File: config.mk
export PLATFORM = sky130hd
export DESIGN_NAME = sayeh_controller
export DESIGN_NICKNAME = d
export VERILOG_FILES = /design/src/rtl/sayeh_ctrl_pkg.sv /design/src/rtl/sayeh_controller_decoder.sv /design/src/rtl/sayeh_controller.sv
export SDC_FILE = /design/constraint.sdc
export NUM_CORES = 1
export LEC_CHECK = 0
export BUFFER_PORTS_ARGS = -buffer_cell sky130_fd_sc_hd__clkbuf_2
export CORE_UTILIZATION = 26
export DETAILED_ROUTE_END_ITERATION = 7
export PLACE_DENSITY = 0.62
export SETUP_SLACK_MARGIN = 0.4
export SLEW_MARGIN = 20
export SYNTH_ARGS = -nofsm -noshare
export SYNTH_HDL_FRONTEND = slang
export SYNTH_SLANG_ARGS = --single-unit
export TNS_END_PERCENT = 20
File: constraint.sdc
create_clock -name clk -period 5.05 [get_ports clk]
set_clock_uncertainty 0.1 [all_clocks]
set_input_delay 0.7575 -clock clk [delete_from_list [all_inputs] [get_ports clk]]
set_output_delay 0.7575 -clock clk [all_outputs]
set_load 0.01 [all_outputs]
File: src/rtl/sayeh_ctrl_pkg.sv
// Shared types and encodings for the Sayeh control unit: sequencer states,
// opcode/sub-op values and the packed datapath control vector.
package sayeh_ctrl_pkg;

   localparam int OPW = 4;

   typedef enum logic [2:0] {
      ST_RST     = 3'd0,
      ST_FETCH   = 3'd1,
      ST_DECODE  = 3'd2,
      ST_EXEC    = 3'd3,
      ST_MEMWAIT = 3'd4,
      ST_INCPC   = 3'd5,
      ST_HALT    = 3'd6
   } state_e;

   localparam logic [OPW-1:0] OP_CTL = 4'h0;
   localparam logic [OPW-1:0] OP_MVR = 4'h1;
   localparam logic [OPW-1:0] OP_LDA = 4'h2;
   localparam logic [OPW-1:0] OP_STA = 4'h3;
   localparam logic [OPW-1:0] OP_AND = 4'h5;
   localparam logic [OPW-1:0] OP_ORR = 4'h6;
   localparam logic [OPW-1:0] OP_NOT = 4'h7;
   localparam logic [OPW-1:0] OP_SHL = 4'h8;
   localparam logic [OPW-1:0] OP_SHR = 4'h9;
   localparam logic [OPW-1:0] OP_ADD = 4'hA;
   localparam logic [OPW-1:0] OP_SUB = 4'hB;
   localparam logic [OPW-1:0] OP_MUL = 4'hC;
   localparam logic [OPW-1:0] OP_CMP = 4'hD;
   localparam logic [OPW-1:0] OP_IMM = 4'hE;
   localparam logic [OPW-1:0] OP_BR  = 4'hF;

   localparam logic [OPW-1:0] CTL_NOP = 4'h0;
   localparam logic [OPW-1:0] CTL_HLT = 4'h1;
   localparam logic [OPW-1:0] CTL_SZF = 4'h2;
   localparam logic [OPW-1:0] CTL_CZF = 4'h3;
   localparam logic [OPW-1:0] CTL_SCF = 4'h4;
   localparam logic [OPW-1:0] CTL_CCF = 4'h5;
   localparam logic [OPW-1:0] CTL_CWP = 4'h6;

   localparam logic [1:0] IMM_MIL = 2'd0;
   localparam logic [1:0] IMM_MIH = 2'd1;
   localparam logic [1:0] IMM_SPC = 2'd2;
   localparam logic [1:0] IMM_JPA = 2'd3;

   localparam logic [OPW-1:0] BR_JPR = 4'h0;
   localparam logic [OPW-1:0] BR_BRZ = 4'h1;
   localparam logic [OPW-1:0] BR_BRC = 4'h2;
   localparam logic [OPW-1:0] BR_AWP = 4'h3;

   typedef struct packed {
      logic read_mem;
      logic write_mem;
      logic reset_pc;
      logic pc_plus_i;
      logic pc_plus_1;
      logic r_plus_i;
      logic r_plus_0;
      logic enable_pc;
      logic rs_on_r;
      logic rd_on_r;
      logic b15to0;
      logic a_and_b;
      logic a_or_b;
      logic not_b;
      logic shl_b;
      logic shr_b;
      logic a_add_b;
      logic a_sub_b;
      logic a_mul_b;
      logic a_cmp_b;
      logic rfl_write;
      logic rfh_write;
      logic wp_reset;
      logic wp_add;
      logic ir_load;
      logic sr_load;
      logic addr_on_db;
      logic alu_on_db;
      logic ir_on_lopnd;
      logic ir_on_hopnd;
      logic rfright_on_opnd;
      logic c_set;
      logic c_reset;
      logic z_set;
      logic z_reset;
      logic shadow;
   } ctrl_t;

endpackage

File: src/rtl/sayeh_controller_decoder.sv
// Combinational decode of one instruction half (opcode + sub nibble) into the
// datapath control vector plus the sequencing hints the top FSM needs.
module sayeh_decoder
   import sayeh_ctrl_pkg::*;
(
   input  logic [OPW-1:0] opcode_i,
   input  logic [OPW-1:0] sub_i,
   input  logic           main_i,
   input  logic           zout_i,
   input  logic           cout_i,
   output ctrl_t          ctrl_o,
   output logic           mem_rd_o,
   output logic           mem_wr_o,
   output logic           halt_o,
   output logic           jump_o,
   output logic           whole_o
);

   logic alu_op_s;
   logic reg_wr_s;

   // Opcode table; whole-word formats only decode in the main half.
   always_comb begin
      ctrl_o   = '0;
      mem_rd_o = 1'b0;
      mem_wr_o = 1'b0;
      halt_o   = 1'b0;
      jump_o   = 1'b0;
      whole_o  = 1'b0;
      alu_op_s = 1'b0;
      reg_wr_s = 1'b0;
      case (opcode_i)
         OP_CTL: begin
            case (sub_i)
               CTL_NOP: halt_o = 1'b0;
               CTL_HLT: halt_o = 1'b1;
               CTL_SZF: ctrl_o.z_set = 1'b1;
               CTL_CZF: ctrl_o.z_reset = 1'b1;
               CTL_SCF: ctrl_o.c_set = 1'b1;
               CTL_CCF: ctrl_o.c_reset = 1'b1;
               CTL_CWP: ctrl_o.wp_reset = 1'b1;
               default: halt_o = 1'b0;
            endcase
         end
         OP_MVR: begin
            ctrl_o.b15to0          = 1'b1;
            ctrl_o.rfright_on_opnd = 1'b1;
            ctrl_o.alu_on_db       = 1'b1;
            reg_wr_s               = 1'b1;
         end
         OP_LDA: begin
            ctrl_o.r_plus_0 = 1'b1;
            ctrl_o.rs_on_r  = 1'b1;
            mem_rd_o        = 1'b1;
            reg_wr_s        = 1'b1;
         end
         OP_STA: begin
            ctrl_o.r_plus_0        = 1'b1;
            ctrl_o.rd_on_r         = 1'b1;
            ctrl_o.rfright_on_opnd = 1'b1;
            ctrl_o.b15to0          = 1'b1;
            ctrl_o.alu_on_db       = 1'b1;
            mem_wr_o               = 1'b1;
         end
         OP_AND: begin ctrl_o.a_and_b = 1'b1; alu_op_s = 1'b1; reg_wr_s = 1'b1; end
         OP_ORR: begin ctrl_o.a_or_b  = 1'b1; alu_op_s = 1'b1; reg_wr_s = 1'b1; end
         OP_NOT: begin ctrl_o.not_b   = 1'b1; alu_op_s = 1'b1; reg_wr_s = 1'b1; end
         OP_SHL: begin ctrl_o.shl_b   = 1'b1; alu_op_s = 1'b1; reg_wr_s = 1'b1; end
         OP_SHR: begin ctrl_o.shr_b   = 1'b1; alu_op_s = 1'b1; reg_wr_s = 1'b1; end
         OP_ADD: begin ctrl_o.a_add_b = 1'b1; alu_op_s = 1'b1; reg_wr_s = 1'b1; end
         OP_SUB: begin ctrl_o.a_sub_b = 1'b1; alu_op_s = 1'b1; reg_wr_s = 1'b1; end
         OP_MUL: begin ctrl_o.a_mul_b = 1'b1; alu_op_s = 1'b1; reg_wr_s = 1'b1; end
         OP_CMP: begin ctrl_o.a_cmp_b = 1'b1; alu_op_s = 1'b1; end
         OP_IMM: begin
            whole_o = main_i;
            case (sub_i[1:0])
               IMM_MIL: begin
                  ctrl_o.ir_on_lopnd = main_i;
                  ctrl_o.b15to0      = main_i;
                  ctrl_o.rfl_write   = main_i;
               end
               IMM_MIH: begin
                  ctrl_o.ir_on_hopnd = main_i;
                  ctrl_o.b15to0      = main_i;
                  ctrl_o.rfh_write   = main_i;
               end
               IMM_SPC: begin
                  ctrl_o.addr_on_db = main_i;
                  ctrl_o.rfl_write  = main_i;
                  ctrl_o.rfh_write  = main_i;
               end
               IMM_JPA: begin
                  ctrl_o.r_plus_i  = main_i;
                  ctrl_o.rd_on_r   = main_i;
                  ctrl_o.enable_pc = main_i;
                  jump_o           = main_i;
               end
               default: jump_o = 1'b0;
            endcase
         end
         OP_BR: begin
            whole_o = main_i;
            case (sub_i)
               BR_JPR:  jump_o = main_i;
               BR_BRZ:  jump_o = main_i & zout_i;
               BR_BRC:  jump_o = main_i & cout_i;
               BR_AWP:  ctrl_o.wp_add = main_i;
               default: jump_o = 1'b0;
            endcase
            ctrl_o.pc_plus_i = jump_o;
            ctrl_o.enable_pc = jump_o;
         end
         default: halt_o = 1'b0;
      endcase
      ctrl_o.rfright_on_opnd = ctrl_o.rfright_on_opnd | alu_op_s;
      ctrl_o.alu_on_db       = ctrl_o.alu_on_db | alu_op_s;
      ctrl_o.sr_load         = alu_op_s;
      ctrl_o.rfl_write       = ctrl_o.rfl_write | reg_wr_s;
      ctrl_o.rfh_write       = ctrl_o.rfh_write | reg_wr_s;
      ctrl_o.read_mem        = mem_rd_o;
      ctrl_o.write_mem       = mem_wr_o;
   end

endmodule

File: src/rtl/sayeh_controller.sv
// Sayeh multi-cycle control unit: fetch/decode/execute sequencer that drives
// every datapath strobe, executing the packed low-byte shadow instruction too.
module sayeh_controller
   import sayeh_ctrl_pkg::*;
(
   input  logic        clk,
   input  logic        ExternalReset,
   input  logic [15:0] Instruction,
   input  logic        Cout,
   input  logic        Zout,
   input  logic        MemDataready,
   output logic        ReadMem, WriteMem,
   output logic        ResetPC, PCplusI, PCplus1, RplusI, Rplus0, EnablePC,
   output logic        Rs_on_AddressUnitRSide, Rd_on_AddressUnitRSide,
   output logic        B15to0, AandB, AorB, notB, shlB, shrB, AaddB, AsubB, AmulB, AcmpB,
   output logic        RFLwrite, RFHwrite, WPreset, WPadd, IRload, SRload,
   output logic        Address_on_Databus, ALU_on_Databus, IR_on_LOpndBus, IR_on_HOpndBus,
   output logic        RFright_on_OpndBus,
   output logic        Cset, Creset, Zset, Zreset, Shadow
);

   state_e         state_q;
   logic           shadow_q;
   logic [OPW-1:0] opcode_s;
   logic [OPW-1:0] sub_s;
   ctrl_t          dec_s;
   ctrl_t          ctrl_s;
   logic           mem_rd_s, mem_wr_s, halt_s, jump_s, whole_s;
   logic           mem_done_s;
   logic           has_shadow_s;

   assign opcode_s = shadow_q ? Instruction[7:4] : Instruction[15:12];
   assign sub_s    = shadow_q ? Instruction[3:0] : Instruction[11:8];

   sayeh_decoder u_decoder (
      .opcode_i (opcode_s),
      .sub_i    (sub_s),
      .main_i   (~shadow_q),
      .zout_i   (Zout),
      .cout_i   (Cout),
      .ctrl_o   (dec_s),
      .mem_rd_o (mem_rd_s),
      .mem_wr_o (mem_wr_s),
      .halt_o   (halt_s),
      .jump_o   (jump_s),
      .whole_o  (whole_s)
   );

   assign mem_done_s   = ~(mem_rd_s | mem_wr_s) | MemDataready;
   assign has_shadow_s = ~shadow_q & ~whole_s & (Instruction[7:0] != 8'h00);

   // Instruction sequencer; EXEC doubles as the first cycle of a memory access.
   always_ff @(posedge clk) begin
      if (ExternalReset) begin
         state_q  <= ST_RST;
         shadow_q <= 1'b0;
      end else begin
         case (state_q)
            ST_RST:    state_q <= ST_FETCH;
            ST_FETCH:  state_q <= MemDataready ? ST_DECODE : ST_FETCH;
            ST_DECODE: begin
               state_q  <= ST_EXEC;
               shadow_q <= 1'b0;
            end
            ST_EXEC, ST_MEMWAIT: begin
               if (!mem_done_s) begin
                  state_q <= ST_MEMWAIT;
               end else if (halt_s) begin
                  state_q <= ST_HALT;
               end else if (jump_s) begin
                  state_q <= ST_FETCH;
               end else if (has_shadow_s) begin
                  state_q  <= ST_EXEC;
                  shadow_q <= 1'b1;
               end else begin
                  state_q <= ST_INCPC;
               end
            end
            ST_INCPC:  state_q <= ST_FETCH;
            ST_HALT:   state_q <= ST_HALT;
            default:   state_q <= ST_RST;
         endcase
      end
   end

   // Output decode from state; a load writes its register on the completing cycle.
   always_comb begin
      ctrl_s = '0;
      case (state_q)
         ST_RST: begin
            ctrl_s.reset_pc  = 1'b1;
            ctrl_s.enable_pc = 1'b1;
            ctrl_s.wp_reset  = 1'b1;
         end
         ST_FETCH: begin
            ctrl_s.read_mem = 1'b1;
            ctrl_s.ir_load  = MemDataready;
         end
         ST_EXEC, ST_MEMWAIT: begin
            ctrl_s           = dec_s;
            ctrl_s.shadow    = shadow_q;
            ctrl_s.rfl_write = dec_s.rfl_write & (~mem_rd_s | MemDataready);
            ctrl_s.rfh_write = dec_s.rfh_write & (~mem_rd_s | MemDataready);
         end
         ST_INCPC: begin
            ctrl_s.pc_plus_1 = 1'b1;
            ctrl_s.enable_pc = 1'b1;
         end
         default: ctrl_s = '0;
      endcase
   end

   assign ReadMem                = ctrl_s.read_mem;
   assign WriteMem               = ctrl_s.write_mem;
   assign ResetPC                = ctrl_s.reset_pc;
   assign PCplusI                = ctrl_s.pc_plus_i;
   assign PCplus1                = ctrl_s.pc_plus_1;
   assign RplusI                 = ctrl_s.r_plus_i;
   assign Rplus0                 = ctrl_s.r_plus_0;
   assign EnablePC               = ctrl_s.enable_pc;
   assign Rs_on_AddressUnitRSide = ctrl_s.rs_on_r;
   assign Rd_on_AddressUnitRSide = ctrl_s.rd_on_r;
   assign B15to0                 = ctrl_s.b15to0;
   assign AandB                  = ctrl_s.a_and_b;
   assign AorB                   = ctrl_s.a_or_b;
   assign notB                   = ctrl_s.not_b;
   assign shlB                   = ctrl_s.shl_b;
   assign shrB                   = ctrl_s.shr_b;
   assign AaddB                  = ctrl_s.a_add_b;
   assign AsubB                  = ctrl_s.a_sub_b;
   assign AmulB                  = ctrl_s.a_mul_b;
   assign AcmpB                  = ctrl_s.a_cmp_b;
   assign RFLwrite               = ctrl_s.rfl_write;
   assign RFHwrite               = ctrl_s.rfh_write;
   assign WPreset                = ctrl_s.wp_reset;
   assign WPadd                  = ctrl_s.wp_add;
   assign IRload                 = ctrl_s.ir_load;
   assign SRload                 = ctrl_s.sr_load;
   assign Address_on_Databus     = ctrl_s.addr_on_db;
   assign ALU_on_Databus         = ctrl_s.alu_on_db;
   assign IR_on_LOpndBus         = ctrl_s.ir_on_lopnd;
   assign IR_on_HOpndBus         = ctrl_s.ir_on_hopnd;
   assign RFright_on_OpndBus     = ctrl_s.rfright_on_opnd;
   assign Cset                   = ctrl_s.c_set;
   assign Creset                 = ctrl_s.c_reset;
   assign Zset                   = ctrl_s.z_set;
   assign Zreset                 = ctrl_s.z_reset;
   assign Shadow                 = ctrl_s.shadow;

endmodule

* Yosys cells after proc, flatten, opt, wreduce, memory -nomap -nowiden
Cells that the tools add are included.
** Storage, ports and cells
- Bits in registers :: 4
- Output and inout bits :: 36
** Operators by class
- Equality and inequality tests :: 33
- Multiplexer cells :: 68
- Bitwise operators :: 16
- Reductions and logical operators :: 17
** Operator list (number)
- two-way mux 1 bit :: 46
- equality test 4 bit (second input constant) :: 8
- equality test 4 x 3 -> 1 bit (second input constant) :: 6
- equality test 4 x 2 -> 1 bit (second input constant) :: 4
- OR reduction 2 bit :: 8
- one-hot mux 3 bit (5 select lines) :: 1
- two-way mux 14 bit :: 1
- one-hot mux 1 bit (2 select lines) :: 7
- two-way mux 3 bit :: 4
- two-way mux 4 bit :: 3
- two-way mux 11 bit :: 1
- OR reduction 10 bit :: 1
- equality test 3 bit (second input constant) :: 3
- OR reduction 9 bit :: 1
- equality test 4 x 1 -> 1 bit (second input constant) :: 2
- zero test 4 bit :: 2
- two-way mux 2 bit :: 4
- != test 2 bit (second input constant) :: 4
- nonzero test 8 bit :: 1
- bitwise AND 1 bit :: 6
- equality test 3 x 2 -> 1 bit (second input constant) :: 2
- OR 1 bit :: 6
- AND reduction 5 bit :: 1
- equality test 2 bit (second input constant) :: 2
- other kinds (7) :: 10

* Logic depth before layout (Yosys ltp)
Gate-level depths: netlist (run 1).
- Depth in word-level cells :: 12
- Depth in mapped cells :: 11

* By module
Synthesis (run 1) repeated with hierarchy kept, for this count alone.
** Unflattened totals
- Cells, all modules :: 179
- Area total of the unflattened synthesis :: 1257.5 sq um
** Modules (own cells, without submodules)
- sayeh_controller :: times used 1, cells an instance 98, area each 743.2 sq um
- sayeh_decoder :: times used 1, cells an instance 81, area each 514.2 sq um

* Least setup slack after synthesis (run 1)
No wires, ideal clock.
- Kind :: register to output
- Start point :: reg shadow_q
- End point :: out PCplusI
- Arrival time :: 2.057 ns
- Required time :: 4.193 ns
- Slack :: 2.135 ns
- Cell stages (with the launch flop) :: 10
- Path through :: dfxtp_1 > buf_6 > buf_6 > buf_2 > mux2i_1 > inv_1 > ha_1 > and3b_1 > nor2_1 > nor4b_1
** On the way
- Word-level cells in the longest chain between the ends :: 5
- Elaborated cells on any way between the ends :: 12
** RTL lines
- from (decl) :: line sayeh_controller.sv:23 : logic shadow_q;
- from (signal assigned) :: line sayeh_controller.sv:56 : shadow_q <= 1'b0;
- from (signal assigned) :: line sayeh_controller.sv:63 : shadow_q <= 1'b0;
- from (signal assigned) :: line sayeh_controller.sv:74 : shadow_q <= 1'b1;
- two-way mux 4 bit / inverter 1 bit (equally long branches) :: line sayeh_controller.sv:33, sayeh_controller.sv:38
- equality test 4 x 2 -> 1 bit (tied with other cells) :: line sayeh_controller_decoder.sv:103 : case (sub_i)
- one-hot mux 1 bit (3 select lines) :: line sayeh_controller_decoder.sv:103
- two-way mux 1 bit * :: line sayeh_controller_decoder.sv:32 : case (opcode_i)
- two-way mux 1 bit * :: line sayeh_controller.sv:89 : case (state_q)
- to (decl) :: line sayeh_controller.sv:13 : output logic ResetPC, PCplusI, PCplus1, RplusI, Rplus0, EnablePC,
Every way passes the cells marked *; elsewhere a longest branch is shown, timed or not.

* Final worst setup path (run 1)
- Start point :: reg shadow_q
- End point :: out EnablePC
** On the way
- Word-level cells in the longest chain between the ends :: 5
- Elaborated cells on any way between the ends :: 15
** RTL lines (line)
- two-way mux 4 bit / inverter 1 bit (equally long branches) :: sayeh_controller.sv:33, sayeh_controller.sv:38
- equality test 4 x 2 -> 1 bit (tied with other cells) :: sayeh_controller_decoder.sv:103
- one-hot mux 1 bit (3 select lines) / two-way mux 1 bit (equally long branches) :: sayeh_controller_decoder.sv:103, sayeh_controller_decoder.sv:76
- one-hot mux 1 bit (2 select lines) * :: sayeh_controller_decoder.sv:32
- one-hot mux 1 bit (2 select lines) * :: sayeh_controller.sv:89
- to (decl) :: sayeh_controller.sv:13
Marks and branches as above.

==> results of run 1 <==
==> cells by family (layout without fill, tap and decap cells) <==
logic type | Yosys count | count (layout) | synth area share, %
buffers and inverters | 11 | 64 | 6.74
muxes | 10 | 10 | 14.9
adders and majority gates | 4 | 4 | 5.28
and+or+nand+nor | 74 | 74 | 40.6
AOI/OAI and AO/OA | 31 | 31 | 24.0
DFF | 4 | 4 | 8.45
==> worst max-delay path by stage <==
stage | start | to | slack (ns) | depth (start not counted)
5_1_grt | shadow_q | EnablePC | 1.07 | 9
4_1_cts | shadow_q | EnablePC | 1.36 | 9
3_5_place_dp | shadow_q | EnablePC | 1.62 | 9
6_report | shadow_q | EnablePC | 1.35 | 9
2_1_floorplan | shadow_q | PCplusI | 2.14 | 9
3_3_place_gp | shadow_q | EnablePC | 1.67 | 9
==> flip-flops by register name, indices dropped and copies added, names as in the netlist <==
signal	cells
shadow_q	1
state_q	3
==> power by group through the flow <==
stage / sequential [µW] / combinational, µW / clock [µW]
CTS: 40.0 / 86.1 / 41.5
global placement: 40.4 / 85.9 / 0
floorplan: 36.1 / 61.1 / 0
finish: 40.1 / 86.2 / 40.3
global route: 40.9 / 95.3 / 44.3
detailed placement: 40.4 / 85.4 / 0
==> cells in the final DEF, fill, tap and decap left out, types with 4 or more instances in the layout <==
cell and n:
dfxtp_1 4, clkbuf_2 56, nand2_1 12, and3_1 5
a21oi_1 4, nor2_1 19, nor3_1 16, and2_1 4
inv_1 5, a21o_1 5, ha_1 4
==> cells in the mapped netlist, drive strengths merged (2+ instances only) <==
cell type  count  area [µm²]
ha             4        50.1
nor3          16        80.1
nand2b         2        12.5
mux2i          6        88.8
and3           5        31.3
a311oi         2        17.5
o211ai         2        15.0
and3b          2        17.5
o21ai          4        20.0
nor4b          2        17.5
a211oi         3        22.5
a31oi          2        12.5
inv            5        18.8
mux2           4        52.6
a21oi          6        37.5
nor2          20        77.6
or2            2        12.5
buf            6        45.0
nor2b          3        18.8
a32o           2        20.0
nand2         12        45.0
a21o           5        37.5
and2           4        25.0
dfxtp          4        80.1
==> per-stage QoR <==
step	hold slack, ns	std cells	power [µW]
floorplan	0.408	134	97.3
global placement	0.476	230	126
detailed placement	0.466	230	126
CTS	0.500	233	168
global route	0.553	233	181
finish	0.494	233	167
==> routing by layer <==
metal  track usage, %  share of wire (%)
met1             20.1                 48
met2             25.7                 47
met3             2.76                4.8
met4             2.62                  0
met5                0                  0
==> worst reg2reg max path, delay by kind of cell, from the launching register on <==
kind,cells,cell delay (ns)
flops,1,1.01
compound gates,4,0.92
mux,1,0.39
fa+ha+maj,1,0.29
simple gates,1,0.17
buf+inv,1,0.11
==> area by class of cell <==
type | instances | share of cell area [%]
clock buffers | 3 | 1.78
inverters | 5 | 1.49
multi-input cells | 119 | 63.6
flip-flops and latches | 4 | 6.34
well taps | 46 | 4.56
repair buffers | 56 | 22.2
==> flow_summary.json, run 1 <==
{
  "tns_ns": 0,
  "ctsLongestPathBuffers": 2,
  "cts_hold_buf": 0,
  "fin_ws_ns": 1.35,
  "fp.dieArea_um2": 3890,
  "netlist_instances": 134,
  "p_comb_share_pct": 51.7,
  "h-tree-depth": 1,
  "swShare_pct": 41.5,
  "min-delay-start": "state_q[1]",
  "ff2ff_path_depth": 8,
  "tightest_slew_ns": 1.06,
  "run_status": "complete, no violations",
  "ant_nets": 0,
  "clock-sinks": 4,
  "seqCellArea_um2": 80.1,
  "cts_root_buf": "clkbuf_4",
  "core_um2": 3420,
  "hold_path.class": "register to register",
  "setup.worst_path.end_class": "primary output",
  "row_count": 21,
  "via_per_inst": 5.03,
  "antenna_found_initial": 0,
  "syn_area_um2": 947,
  "synthDistinctLibCells": 43,
  "setup_violations": 0,
  "grt_pass1_vias": 1077,
  "grt_usage_pct": 15.1,
  "required_ns": 4.19,
  "post-route-drc-count": 0,
  "dr.first_iter.drc_count": 55,
  "p_switching_uw": 69.0,
  "pwr-share-seq_pct": 24.1,
  "slowest_delay_ns": 1.01,
  "cp_cell_sequence": "mux2i_1 -> inv_1 -> ha_1 -> and3b_1 -> o211ai_1 -> a21oi_1 -> o21ai_0 -> nand2_1 -> clkbuf_2",
  "post-cts-setup-buffer-count": 0,
  "fill_cells": 394,
  "critPathTopFamily": "flip-flops",
  "cp_slowest_cell": "dfxtp_1",
  "gp_congestion": 0.880,
  "design_area_um2": 1260,
  "async_flop_share_pct": 0,
  "rsz0062_at_grt": "false",
  "p_leak_uw": 0.000607,
  "grt_max_degree": 24,
  "ios": 57,
  "worstHoldEndpoint": "state_q[0]",
  "path_buf_inv": 2,
  "slew_violations": 0,
  "die_w_um": 62.4,
  "hpwl_um": 2420,
  "timing.rr.start": "shadow_q",
  "slew_headroom_pct": 29.2,
  "worst_skew_pair.late_latency_ns": 0.23,
  "internal_power_uw": 97.5,
  "die_y_um": 62.4,
  "overflow": 0,
  "fin_crit_sh_pct": 73.3,
  "ys_seq_area_share_pct": 8.45,
  "area_growth_pct": 33.3,
  "routed-via-count": 1173,
  "port-buffer-count": 56,
  "start_util_pct": 27.7,
  "cap_violations": 0,
  "drive_gt1_share_pct": 37.4,
  "dr.pass1.iters": 4,
  "p_per_area_nw_per_um2": 132,
  "synthFlopType": "dfxtp_1",
  "pre_cts_ws_ns": 1.62,
  "ff2ff_setup_slack_ns": 1.95,
  "min_period_ns": 3.70,
  "fin_util_pct": 37.0,
  "syn_avg_cell_area_um2": 7.07,
  "critPathKind": "register to primary output",
  "cts_inserted_buffers": 3,
  "hold_viol_final": 0,
  "drt_wl_total_um": 2980,
  "cts.repair.resized": 0,
  "power.share.clock_pct": 24.2,
  "ys_seq_elements": 4,
  "fmax_ghz": 0.270,
  "critPathLaunchType": "register",
  "multi_input_area_um2": 803,
  "cts_tree": "done",
  "ir_worst_vdd_v": 0.0000959,
  "cts.clk_slew.worst_paths_ns": 0.04,
  "crit-reg2reg-capture": "state_q[0]",
  "synth_edf_count": 0,
  "grt_pass1_wl_um": 4860,
  "yosys_warnings": 0,
  "n_antenna_cell": 0,
  "cp_max_fo": 23,
  "detail_route.wl_per_cell_um": 12.8,
  "syn-num-nets": 159,
  "arrival_ns": 2.85,
  "min_path_cells": 1,
  "dpl-instance-area_um2": 1240,
  "fin_nets": 214
}
No activity file was read; power rests on OpenSTA's default activity.
==> run 2, diff against run 1 <==
==> constraint.sdc (replaced) <==
create_clock -name clk -period 3.5 [get_ports clk]
set_clock_uncertainty 0.1 [all_clocks]
set_input_delay 0.525 -clock clk [delete_from_list [all_inputs] [get_ports clk]]
set_output_delay 0.525 -clock clk [all_outputs]
set_load 0.01 [all_outputs]
==> flow_summary.json, run 2 (synthesized netlist as in run 1, its figures left out) <==
{
  "run_status": "complete, no violations",
  "setup.worst_path.end_class": "primary output",
  "cts_root_buf": "clkbuf_4",
  "fp.dieArea_um2": 3890,
  "largest_reg_flops": 3,
  "p_leak_uw": 0.000623,
  "final_cell_mix": "clkbuf_2, nor2_1, nor3_1",
  "gp_congestion": 0.862,
  "grt_pass1_wl_um": 4830,
  "slowest_delay_ns": 0.52,
  "via_per_inst": 5.06,
  "fin_nets": 217,
  "row_count": 21,
  "min_path_cells": 2,
  "required_ns": 2.87,
  "post-route-drc-count": 0,
  "cts.clk_slew.worst_paths_ns": 0.04,
  "slew_violations": 0,
  "detail_route.wl_per_cell_um": 12.7,
  "antenna_found_initial": 0,
  "tightest_slew_ns": 0.471,
  "tns_ns": 0,
  "dr.pass1.iters": 4,
  "p_per_area_nw_per_um2": 189,
  "cp_cell_sequence": "buf_4 -> mux2_4 -> or4_1 -> and4bb_1 -> nor2_1 -> a311oi_1 -> clkbuf_2",
  "critPathLaunchType": "register",
  "fin_crit_sh_pct": 87.9,
  "dr.first_iter.drc_count": 47,
  "die_y_um": 62.4,
  "ctsLongestPathBuffers": 2,
  "h-tree-depth": 1,
  "reg_top3": "state_q: 3 flops, shadow_q: 1 flops",
  "start_util_pct": 27.7,
  "drt_wl_total_um": 3010,
  "ios": 57,
  "cp_max_fo": 12,
  "min_period_ns": 3.08,
  "rsz0062_at_grt": "true",
  "drive_gt1_share_pct": 38.9,
  "final_common_cell": "clkbuf_2",
  "critPathKind": "register to primary output",
  "fin_ws_ns": 0.424,
  "ff2ff_path_depth": 8,
  "ant_nets": 0,
  "arrival_ns": 2.45,
  "die_w_um": 62.4,
  "slew_headroom_pct": 68.6,
  "cts_tree": "done",
  "hold_viol_final": 0,
  "cap_violations": 0,
  "overflow": 0,
  "hpwl_um": 2480,
  "grt_pass1_vias": 1059,
  "cp_slowest_cell": "or4_1",
  "dpl-instance-area_um2": 1250,
  "pre_cts_ws_ns": 0.512,
  "design_area_um2": 1290,
  "core_um2": 3420,
  "n_antenna_cell": 0,
  "grt_max_degree": 13,
  "grt_usage_pct": 15.2,
  "area_growth_pct": 35.8,
  "cts_inserted_buffers": 3,
  "ir_worst_vdd_v": 0.000224,
  "routed-via-count": 1194,
  "clock-sinks": 4,
  "largest_register": "state_q",
  "setup_violations": 0,
  "fmax_ghz": 0.325,
  "port-buffer-count": 56,
  "worst_skew_pair.late_latency_ns": 0.24,
  "hold_path.class": "input pin to register"
}
-- run 2: worst paths after layout --
path	from	end	slack [ns]
worst max register to register	shadow_q	shadow_q	1.04
worst min-delay path	ExternalReset	state_q[1]	0.41
worst min register to register	state_q[1]	state_q[0]	0.47
worst max-delay path	shadow_q	RFLwrite	0.42
-- run 2: final cells by class --
type	instances	area (µm²)
Clock buffer	3	22.5
Tap cell	46	57.6
Fill cell	393	2130
Multi-Input combinational cell	119	803
Sequential cell	4	81.3
Timing Repair Buffer	59	303
Inverter	5	18.8
-- run 2: where the power goes --
group | total [µW] | internal (µW) | switching [µW] | leakage, µW
combinational | 130 | 56.0 | 74.1 | 0.000576
clock | 58.1 | 38.4 | 19.7 | 0.0000138
sequential | 54.9 | 48.9 | 5.97 | 0.0000333
-- run 2: per-stage QoR --
step | hold slack [ns] | instances | util (%) | total power [µW]
after global placement | 0.470 | 231 | 36.5 | 183
after detailed placement | 0.465 | 231 | 36.5 | 182
after global routing | 0.420 | 236 | 37.7 | 262
after floorplan | 0.408 | 134 | - | 140
after CTS | 0.406 | 234 | 37.2 | 242
final | 0.406 | 236 | 37.7 | 243
-- run 2: what timing repair did --
action,4_1_cts,5_1_grt
setup endpoints to repair,6,6
hold buffers,0,0
setup buffers,0,2
gates cloned,0,0
gates resized for setup,1,0
endpoints found under the hold margin,0,0
pin swaps,0,0
-- run 2: worst max-delay path, delay by kind of cell (launching register included) --
family          cells  cell delay [ns]
simple gates        3             0.90
flops               1             0.47
buf+inv             2             0.45
mux                 1             0.33
compound gates      1             0.07
-- run 2: routing by layer --
metal | up-vias | GRT usage [%] | wire (µm)
met5 | - | 0 | 0
met1 | 540 | 20.7 | 1470
met4 | 0 | 1.45 | 0
met2 | 43 | 24.9 | 1360
met3 | 0 | 3.68 | 172
li1 | 611 | - | -
